===== src/rtl/pe_psum_drain.sv =====
// PPad drain reader: reads PPad entries 0..N-1 in order and streams them out
// through a 2-entry output FIFO on a valid/ready port, pulsing done at the end.
module pe_psum_drain #(
  parameter int unsigned PsumDWd    = 16,
  parameter int unsigned PPadSize   = 64,
  parameter int unsigned PPadAddrWd = $clog2(PPadSize)
) (
  input  logic                  clk_i,
  input  logic                  rst_ni,
  input  logic                  drain_start_i,
  input  logic [6:0]            ppad_size_i,
  output logic                  ppad_read_o,
  output logic [PPadAddrWd-1:0] ppad_raddr_o,
  input  logic [PsumDWd-1:0]    ppad_rdata_i,
  output logic                  psum_valid_o,
  input  logic                  psum_ready_i,
  output logic [PsumDWd-1:0]    psum_data_o,
  output logic                  busy_o,
  output logic                  done_o
);

  localparam int unsigned SizeWd = 7;
  localparam int unsigned OccWd  = 3;

  localparam logic [1:0] StIdle  = 2'd0;
  localparam logic [1:0] StRead  = 2'd1;
  localparam logic [1:0] StFlush = 2'd2;
  localparam logic [1:0] StDone  = 2'd3;

  logic [1:0]            state_q, state_d;
  logic [PPadAddrWd-1:0] addr_q, addr_d;
  logic [PPadAddrWd-1:0] last_q, last_d;
  logic                  inflight_q;
  logic [1:0]            count_q, count_d;
  logic                  rd_ptr_q, rd_ptr_d;
  logic                  wr_ptr;
  logic [PsumDWd-1:0]    fifo_q [2];

  logic                  pop;
  logic                  push;
  logic                  issue;
  logic [OccWd-1:0]      occ;
  logic [SizeWd-1:0]     n_clamp;

  // Entry count clamped to the physical PPad depth
  always_comb begin
    n_clamp = ppad_size_i;
    if (ppad_size_i > SizeWd'(PPadSize)) begin
      n_clamp = SizeWd'(PPadSize);
    end
  end

  // Issue a read only if the data it returns is guaranteed a FIFO slot
  always_comb begin
    pop      = (count_q != 2'd0) && psum_ready_i;
    push     = inflight_q;
    occ      = OccWd'(count_q) + OccWd'(inflight_q) - OccWd'(pop);
    issue    = (state_q == StRead) && (occ < OccWd'(2));
    count_d  = 2'(OccWd'(count_q) + OccWd'(push) - OccWd'(pop));
    rd_ptr_d = rd_ptr_q ^ pop;
    wr_ptr   = rd_ptr_q ^ count_q[0];
  end

  // Next-state logic
  always_comb begin
    state_d = state_q;
    addr_d  = addr_q;
    last_d  = last_q;
    case (state_q)
      StIdle: begin
        if (drain_start_i) begin
          addr_d = '0;
          last_d = PPadAddrWd'(n_clamp - SizeWd'(1));
          if (n_clamp == '0) begin
            state_d = StDone;
          end else begin
            state_d = StRead;
          end
        end
      end
      StRead: begin
        if (issue) begin
          if (addr_q == last_q) begin
            state_d = StFlush;
          end else begin
            addr_d = addr_q + PPadAddrWd'(1);
          end
        end
      end
      StFlush: begin
        // Leave once the last entry's handshake empties the FIFO this cycle
        if (count_d == 2'd0) begin
          state_d = StDone;
        end
      end
      StDone: begin
        state_d = StIdle;
        addr_d  = '0;
      end
      default: begin
        state_d = StIdle;
      end
    endcase
  end

  always_ff @(posedge clk_i or negedge rst_ni) begin
    if (!rst_ni) begin
      state_q    <= StIdle;
      addr_q     <= '0;
      last_q     <= '0;
      inflight_q <= 1'b0;
      count_q    <= 2'd0;
      rd_ptr_q   <= 1'b0;
      for (int i = 0; i < 2; i++) begin
        fifo_q[i] <= '0;
      end
    end else begin
      state_q    <= state_d;
      addr_q     <= addr_d;
      last_q     <= last_d;
      inflight_q <= issue;
      count_q    <= count_d;
      rd_ptr_q   <= rd_ptr_d;
      if (push) begin
        fifo_q[wr_ptr] <= ppad_rdata_i;
      end
    end
  end

  // Output decode; read strobe is combinational so the issue rule sees this cycle's pop
  always_comb begin
    ppad_read_o  = issue;
    ppad_raddr_o = (state_q == StRead) ? addr_q : '0;
    psum_valid_o = (count_q != 2'd0);
    psum_data_o  = psum_valid_o ? fifo_q[rd_ptr_q] : '0;
    busy_o       = (state_q == StRead) || (state_q == StFlush);
    done_o       = (state_q == StDone);
  end

endmodule

===== config.mk =====
export PLATFORM = sky130hd
export DESIGN_NAME = pe_psum_drain
export DESIGN_NICKNAME = d
export VERILOG_FILES = /design/src/rtl/pe_psum_drain.sv
export SDC_FILE = /design/constraint.sdc
export NUM_CORES = 1
export LEC_CHECK = 0
export CORE_ASPECT_RATIO = 0.6
export CORE_MARGIN = 3
export CORE_UTILIZATION = 55
export DETAILED_ROUTE_END_ITERATION = 12
export PLACE_DENSITY = 0.81
export SLEW_MARGIN = 20
export SYNTH_ARGS = -nofsm -noshare
export SYNTH_HDL_FRONTEND = slang
export SYNTH_SLANG_ARGS = --single-unit

===== constraint.sdc =====
create_clock -name clk_i -period 4.6 [get_ports clk_i]
set_clock_uncertainty 0.05 [all_clocks]
set_input_delay 0.69 -clock clk_i [delete_from_list [all_inputs] [get_ports clk_i]]
set_output_delay 0.69 -clock clk_i [all_outputs]
set_load 0.01 [all_outputs]

==> impl_metrics.json, run 1 <==
{
  "multiInputGateArea_mm2": 0.00127,
  "cts_hold_buffers": 0,
  "cts_setup_buffers": 0,
  "synth_seq_cells": 50,
  "drt_iter0_markers": 82,
  "postSynthCellCount": 226,
  "synth_area_leaders": "dfrtp_1, mux2_2, mux2i_1",
  "grt_max_degree": 51,
  "root_buffer": "clkbuf_8",
  "antenna_found_initial": 0,
  "p_leak_uw": 0.00143,
  "max_freq_mhz": 255,
  "grt_pass1_wl_um": 8340,
  "required_ns": 3.86,
  "ant_nets": 0,
  "relSlewSlack": 0.318,
  "finalWirelength_um": 5110,
  "n_fill_cell": 321,
  "cts_sinks": 50,
  "start_util": 0.600,
  "seqCellArea_mm2": 0.00125,
  "dpl.hpwl_um": 3770,
  "cts_resized": 0,
  "fin_crit_ns": 3.92,
  "hold_viol_final": 0,
  "cts_max_level": 2,
  "crit_chain": "clkdlybuf4s50_1 > nor2b_1 > ha_1 > inv_1 > ha_1 > inv_1 > fa_1 > xnor2_2 > and3_4 > clkdlybuf4s50_1",
  "numCtsBuffers": 5,
  "async_flop_share": 1.00,
  "path_class": "in -> out",
  "synth_nets": 264,
  "grtUsageTotal": 0.197,
  "final_util": 0.753,
  "seq_area_frac_synth": 0.482,
  "avgSynthCellArea_um2": 11.5,
  "n_antenna_cell": 0,
  "start_kind": "input port",
  "wl_per_cell_um": 15.0,
  "holdCritPathClass": "in -> async",
  "cp-end-kind": "primary output",
  "total_power_uw": 2270,
  "final.setup.tns_ns": 0,
  "cp_max_fo": 4,
  "rows": 18,
  "synth_edf_count": 0,
  "cp_slowest_cell": "clkdlybuf4s50_1",
  "vias_per_cell": 5.30,
  "final_max_slew_viol_count": 0,
  "synth_cell_types": 38,
  "layout.nets": 317,
  "io_pins": 53,
  "setup_viol": 0,
  "grt_pass1_vias": 1755,
  "ir_drop_mv": 0.413,
  "tightestPinTransition_ns": 1.02,
  "synth_area_mm2": 0.00259,
  "worstSkewPairLatency_ns": 0.30,
  "slowest_delay_ns": 0.54,
  "die_h_um": 59.2,
  "power_density_mw_per_mm2": 698,
  "area_growth_pct": 25.5,
  "synth_warnings": 0,
  "dr.pass1.iters": 4,
  "synth_top_area_frac": 0.482,
  "drcViolationCount": 0,
  "overflow": 0,
  "max_cap_viol_count": 0,
  "vias": 1802,
  "synth_ff_type": "dfrtp_1",
  "gp_congestion": 0.767,
  "drive_above_1_share": 0.182,
  "portBuffers": 52,
  "outcome": "completed",
  "clockBufferDepth": 2,
  "worstPathArrival_ns": 3.18,
  "clkTransAtPathRegs_ns": 0.09,
  "cts_tree": "built",
  "die_w_um": 94.7,
  "dieArea_mm2": 0.00560,
  "grt_setup_unrepaired": "false",
  "synth_largest_area_cell": "dfrtp_1",
  "core_mm2": 0.00432,
  "min_period_over_period": 0.852
}
[per-layer routing]
| layer | track usage | share of wire | wire length (µm) |
|---|---|---|---|
| met5 | 0 | 0 | 0 |
| met4 | 0.0493 | 0.0070 | 36 |
| met3 | 0.0482 | 0.058 | 299 |
| met2 | 0.297 | 0.44 | 2240 |
| met1 | 0.290 | 0.50 | 2540 |
[Yosys cell counts, types with 2 or more instances]
library cell  number
nor2_1            23
clkbuf_1           2
nand2_1           14
nor3_1             3
nor2b_1            2
a21boi_0           2
and2_1             5
mux2_2            34
buf_2              4
ha_1              10
nand3_1            6
xor2_1             3
mux2i_1           17
dfrtp_1           50
o31ai_1            3
inv_1             11
o21ai_0           10
xnor2_1            7
[placed cells by master (no fill, tap or decap), drive strengths merged]
master and count:
o32a 1, nand2 15, a211oi 1, xor2 3, and2 6, or2 1
clkinvlp 1, a21boi 3, xnor2 8, o31ai 3, clkinv 1, mux2i 17
a21oi 1, nand3 6, dfrtp 50, and3 1, or4 1, mux2 34
buf 2, clkdlybuf4s50 51, fa 1, o21a 1, clkbuf 6, nor3 3
nor2 23, or2b 1, and2b 1, o21ai 10, inv 11, nor2b 2
o211ai 2, o2111ai 1, nand4 2, ha 10
[critical path: cells and delay by family]
| kind | cells | cell delay [ns] |
|---|---|---|
| buffers and inverters | 4 | 1.08 |
| xor gates and xnor gates | 1 | 0.16 |
| and+or+nand+nor | 2 | 0.43 |
| adders and majority gates | 3 | 0.80 |
[layout make-up]
class	instances	area share
Multi-Input combinational cell	158	0.389
Tap cell	60	0.0231
Sequential cell	50	0.384
Timing Repair Buffer	53	0.161
Clock buffer	6	0.0254
Inverter	11	0.0127
Clock inverter	2	0.00384
[per-stage QoR]
| step | setup WS [ns] | instances | cell area (µm²) | hold slack, ns |
|---|---|---|---|---|
| 5_1_grt | 0.571 | 340 | 3250 | 0.377 |
| 4_1_cts | 0.670 | 340 | 3250 | 0.463 |
| 3_5_place_dp | 0.673 | 332 | 3160 | 0.443 |
| 2_1_floorplan | 1.59 | 226 | 2590 | 0.344 |
| 3_3_place_gp | 0.713 | 332 | 3160 | 0.436 |
| 6_report | 0.683 | 340 | 3250 | 0.342 |
[registers in the layout, indices dropped and copies added, names as in the netlist]
name        flops
fifo_q         32
addr_q          6
last_q          6
count_q         2
state_q         2
inflight_q      1
rd_ptr_q        1
[cells by family after synthesis]
logic type,synth area share
xor+xnor,0.0400
flops,0.482
buf+inv,0.0294
simple gates,0.116
compound gates,0.0627
fa+ha+maj,0.0560
mux,0.213
[path summary, 6_finish.rpt]
check | startpoint | to | slack [ns] | cells past startpoint
hold reg to reg | last_q[1] | last_q[1] | 0.46 | 2
max in group asynchronous | rst_ni | addr_q[4] | 3.75 | 1
setup reg to reg | count_q[1] | addr_q[5] | 1.49 | 13
setup / recovery | psum_ready_i | ppad_read_o | 0.68 | 10
min in group clk_i | last_q[1] | last_q[1] | 0.46 | 2
hold / removal | rst_ni | fifo_q[17] | 0.34 | 1
[where the power goes]
| part | internal, µW | total, µW | switching (µW) |
|---|---|---|---|
| registers | 648 | 820 | 172 |
| clock network | 121 | 265 | 144 |
| logic | 674 | 1190 | 511 |
No activity file was read; power rests on OpenSTA's default activity.
==> run 2, diff against run 1 <==
SETUP_SLACK_MARGIN = 0.05   (was unset)
==> results of run 2 <==
Final layout, timing and power as in run 1 (identical DEF).
==> run 3, diff against run 2 <==
ABC_AREA = 1   (was unset)
CORE_UTILIZATION = 56   (was 55)
==> run 3 against run 2 <==
Effect of this change: synthesized area grew 6.0%; worst hold slack gained 0.015 ns; flip-flop and latch count is the same; setup slack lost 0.012 ns.
==> impl_metrics.json, run 3 <==
{
  "path_buf_inv": 5,
  "io_pins": 53,
  "grt_pass1_vias": 2150,
  "final.setup.tns_ns": 0,
  "dr.max_layer_used": "met4",
  "synth_top_area_frac": 0.455,
  "die_w_um": 96.5,
  "slowest_delay_ns": 0.56,
  "mostFrequentLayoutCells": "nand2_1, inv_1, clkdlybuf4s50_1, dfrtp_1, o21ai_0",
  "largest_reg_flops": 32,
  "worstPathArrival_ns": 3.19,
  "seq_area_frac_synth": 0.455,
  "grtUsageTotal": 0.232,
  "n_antenna_cell": 0,
  "tightestPinTransition_ns": 0.742,
  "cpMostUsedCell": "inv_1",
  "synth_seq_cells": 50,
  "dr.pass1.iters": 5,
  "drcViolationCount": 0,
  "cts_max_level": 2,
  "hold_slack_ns": 0.357,
  "drt-met1-wl_um": 2980,
  "path_class": "in -> out",
  "start_util": 0.590,
  "wl_met2_um": 2540,
  "synth_largest_area_cell": "dfrtp_1",
  "cts_hold_buffers": 0,
  "cp-end-kind": "primary output",
  "overflow": 0,
  "synth_edf_count": 0,
  "grt_max_degree": 51,
  "finalWirelength_um": 5970,
  "dpl.hpwl_um": 4450,
  "layout.nets": 413,
  "outcome": "completed",
  "synth_nets": 363,
  "cts_resized": 0,
  "area_growth_pct": 22.9,
  "cts_setup_buffers": 0,
  "start_kind": "input port",
  "cp_top_family": "buffers and inverters",
  "cts_tree": "built",
  "clkTransAtPathRegs_ns": 0.08,
  "vias": 2243,
  "wl_per_cell_um": 13.7,
  "grt_setup_unrepaired": "false",
  "async_flop_share": 1.00,
  "cts_sinks": 50,
  "drt_iter0_markers": 201,
  "synth_ff_type": "dfrtp_1",
  "max_freq_mhz": 255,
  "crit_chain": "clkdlybuf4s50_1 > inv_1 > nor2_1 > ha_1 > inv_1 > ha_1 > inv_1 > fa_1 > nand3_1 > nor2_1 > clkdlybuf4s50_1",
  "final_common_cell": "nand2_1",
  "synth_cell_types": 27,
  "synth_common_cells": "nand2_1, inv_1, dfrtp_1",
  "avgSynthCellArea_um2": 8.46,
  "synth_warnings": 0,
  "ir_drop_mv": 0.447,
  "synth_area_mm2": 0.00275,
  "worstSkewPairLatency_ns": 0.29,
  "cp_max_fo": 3,
  "core_mm2": 0.00466,
  "min_period_over_period": 0.854,
  "cp_slowest_cell": "clkdlybuf4s50_1",
  "power_density_mw_per_mm2": 655,
  "final_util": 0.725,
  "rows": 19,
  "dr_wl_met3_um": 387,
  "numCtsBuffers": 5,
  "reg2reg_depth": 13,
  "synth_area_leaders": "dfrtp_1, nand2_1, o21ai_0",
  "vias_per_cell": 5.13,
  "synth_most_common_cell": "nand2_1",
  "final_max_slew_viol_count": 0,
  "fin_crit_ns": 3.93,
  "setup_viol": 0,
  "die_h_um": 60.3,
  "max_cap_viol_count": 0,
  "antenna_found_initial": 0,
  "regMostFlops": "fifo_q",
  "root_buffer": "clkbuf_8",
  "placed_area_mm2": 0.00329,
  "required_ns": 3.86,
  "gp_congestion": 0.857,
  "p_leak_uw": 0.00167,
  "fin_area_mm2": 0.00338,
  "clockBufferDepth": 2,
  "largestRegisters": "fifo_q (32), addr_q (6), last_q (6)",
  "hold_viol_final": 0,
  "dieArea_mm2": 0.00582,
  "portBuffers": 52,
  "cp.depth": 11,
  "relSlewSlack": 0.505,
  "ant_nets": 0,
  "drive_above_1_share": 0.0775,
  "grt_pass1_wl_um": 10200,
  "postSynthCellCount": 325,
  "holdCritPathClass": "in -> async"
}
-- run 3: cell count changes after synthesis, moves of 10 or more --
cell and change:
mux2_2 -28, inv_1 +43, nand2_1 +62, o21ai_0 +33, mux2i_1 -17, mux2_4 +10
a21oi_1 +15
-- run 3: cells by family (layout without fill, tap and decap cells) --
logic type | after synthesis | count (layout) | synth area share
buffers and inverters | 64 | 113 | 0.0946
AOI/OAI and AO/OA | 61 | 61 | 0.112
xor gates and xnor gates | 7 | 7 | 0.0291
adders and majority gates | 11 | 11 | 0.0528
muxes | 16 | 16 | 0.0792
and+or+nand+nor | 116 | 116 | 0.177
DFF | 50 | 50 | 0.455
-- run 3: power by group --
part / total (µW) / internal (µW) / leakage (µW) / switching [µW]
Combinational: 1190 / 585 / 0.00101 / 608
Clock: 247 / 116 / 0.0000431 / 130
Sequential: 774 / 638 / 0.000610 / 136
-- run 3: worst paths after layout --
kind	startpoint	to	slack, ns
max	psum_ready_i	ppad_read_o	0.67
max reg2reg	count_q[0]	addr_q[3]	1.69
min	rst_ni	inflight_q	0.36
max in group asynchronous	rst_ni	last_q[4]	3.73
min reg2reg	fifo_q[19]	fifo_q[19]	0.45
min in group clk_i	fifo_q[19]	fifo_q[19]	0.45
-- run 3: layout make-up --
type                       instances  area (µm²)
inverter                          54         203
sequential                        50        1250
multi-input combinational        211        1240
fill                             341        1280
clock buffer                       6        82.6
timing repair buffer              53         526
tap                               63        78.8
-- run 3: metal layers --
layer,global-route usage,vias up
met4,0.0479,0
met1,0.336,1040
met3,0.0591,9
li1,-,1126
met2,0.355,68
met5,0,-
-- run 3: per-stage QoR --
| stage | std cells | worst slack [ns] | total power (µW) |
|---|---|---|---|
| 5_1_grt | 437 | 0.462 | 2420 |
| 4_1_cts | 437 | 0.668 | 2230 |
| 2_1_floorplan | 325 | 1.75 | 1480 |
| 3_3_place_gp | 431 | 0.752 | 1920 |
| 3_5_place_dp | 431 | 0.674 | 1970 |
| 6_report | 437 | 0.671 | 2210 |
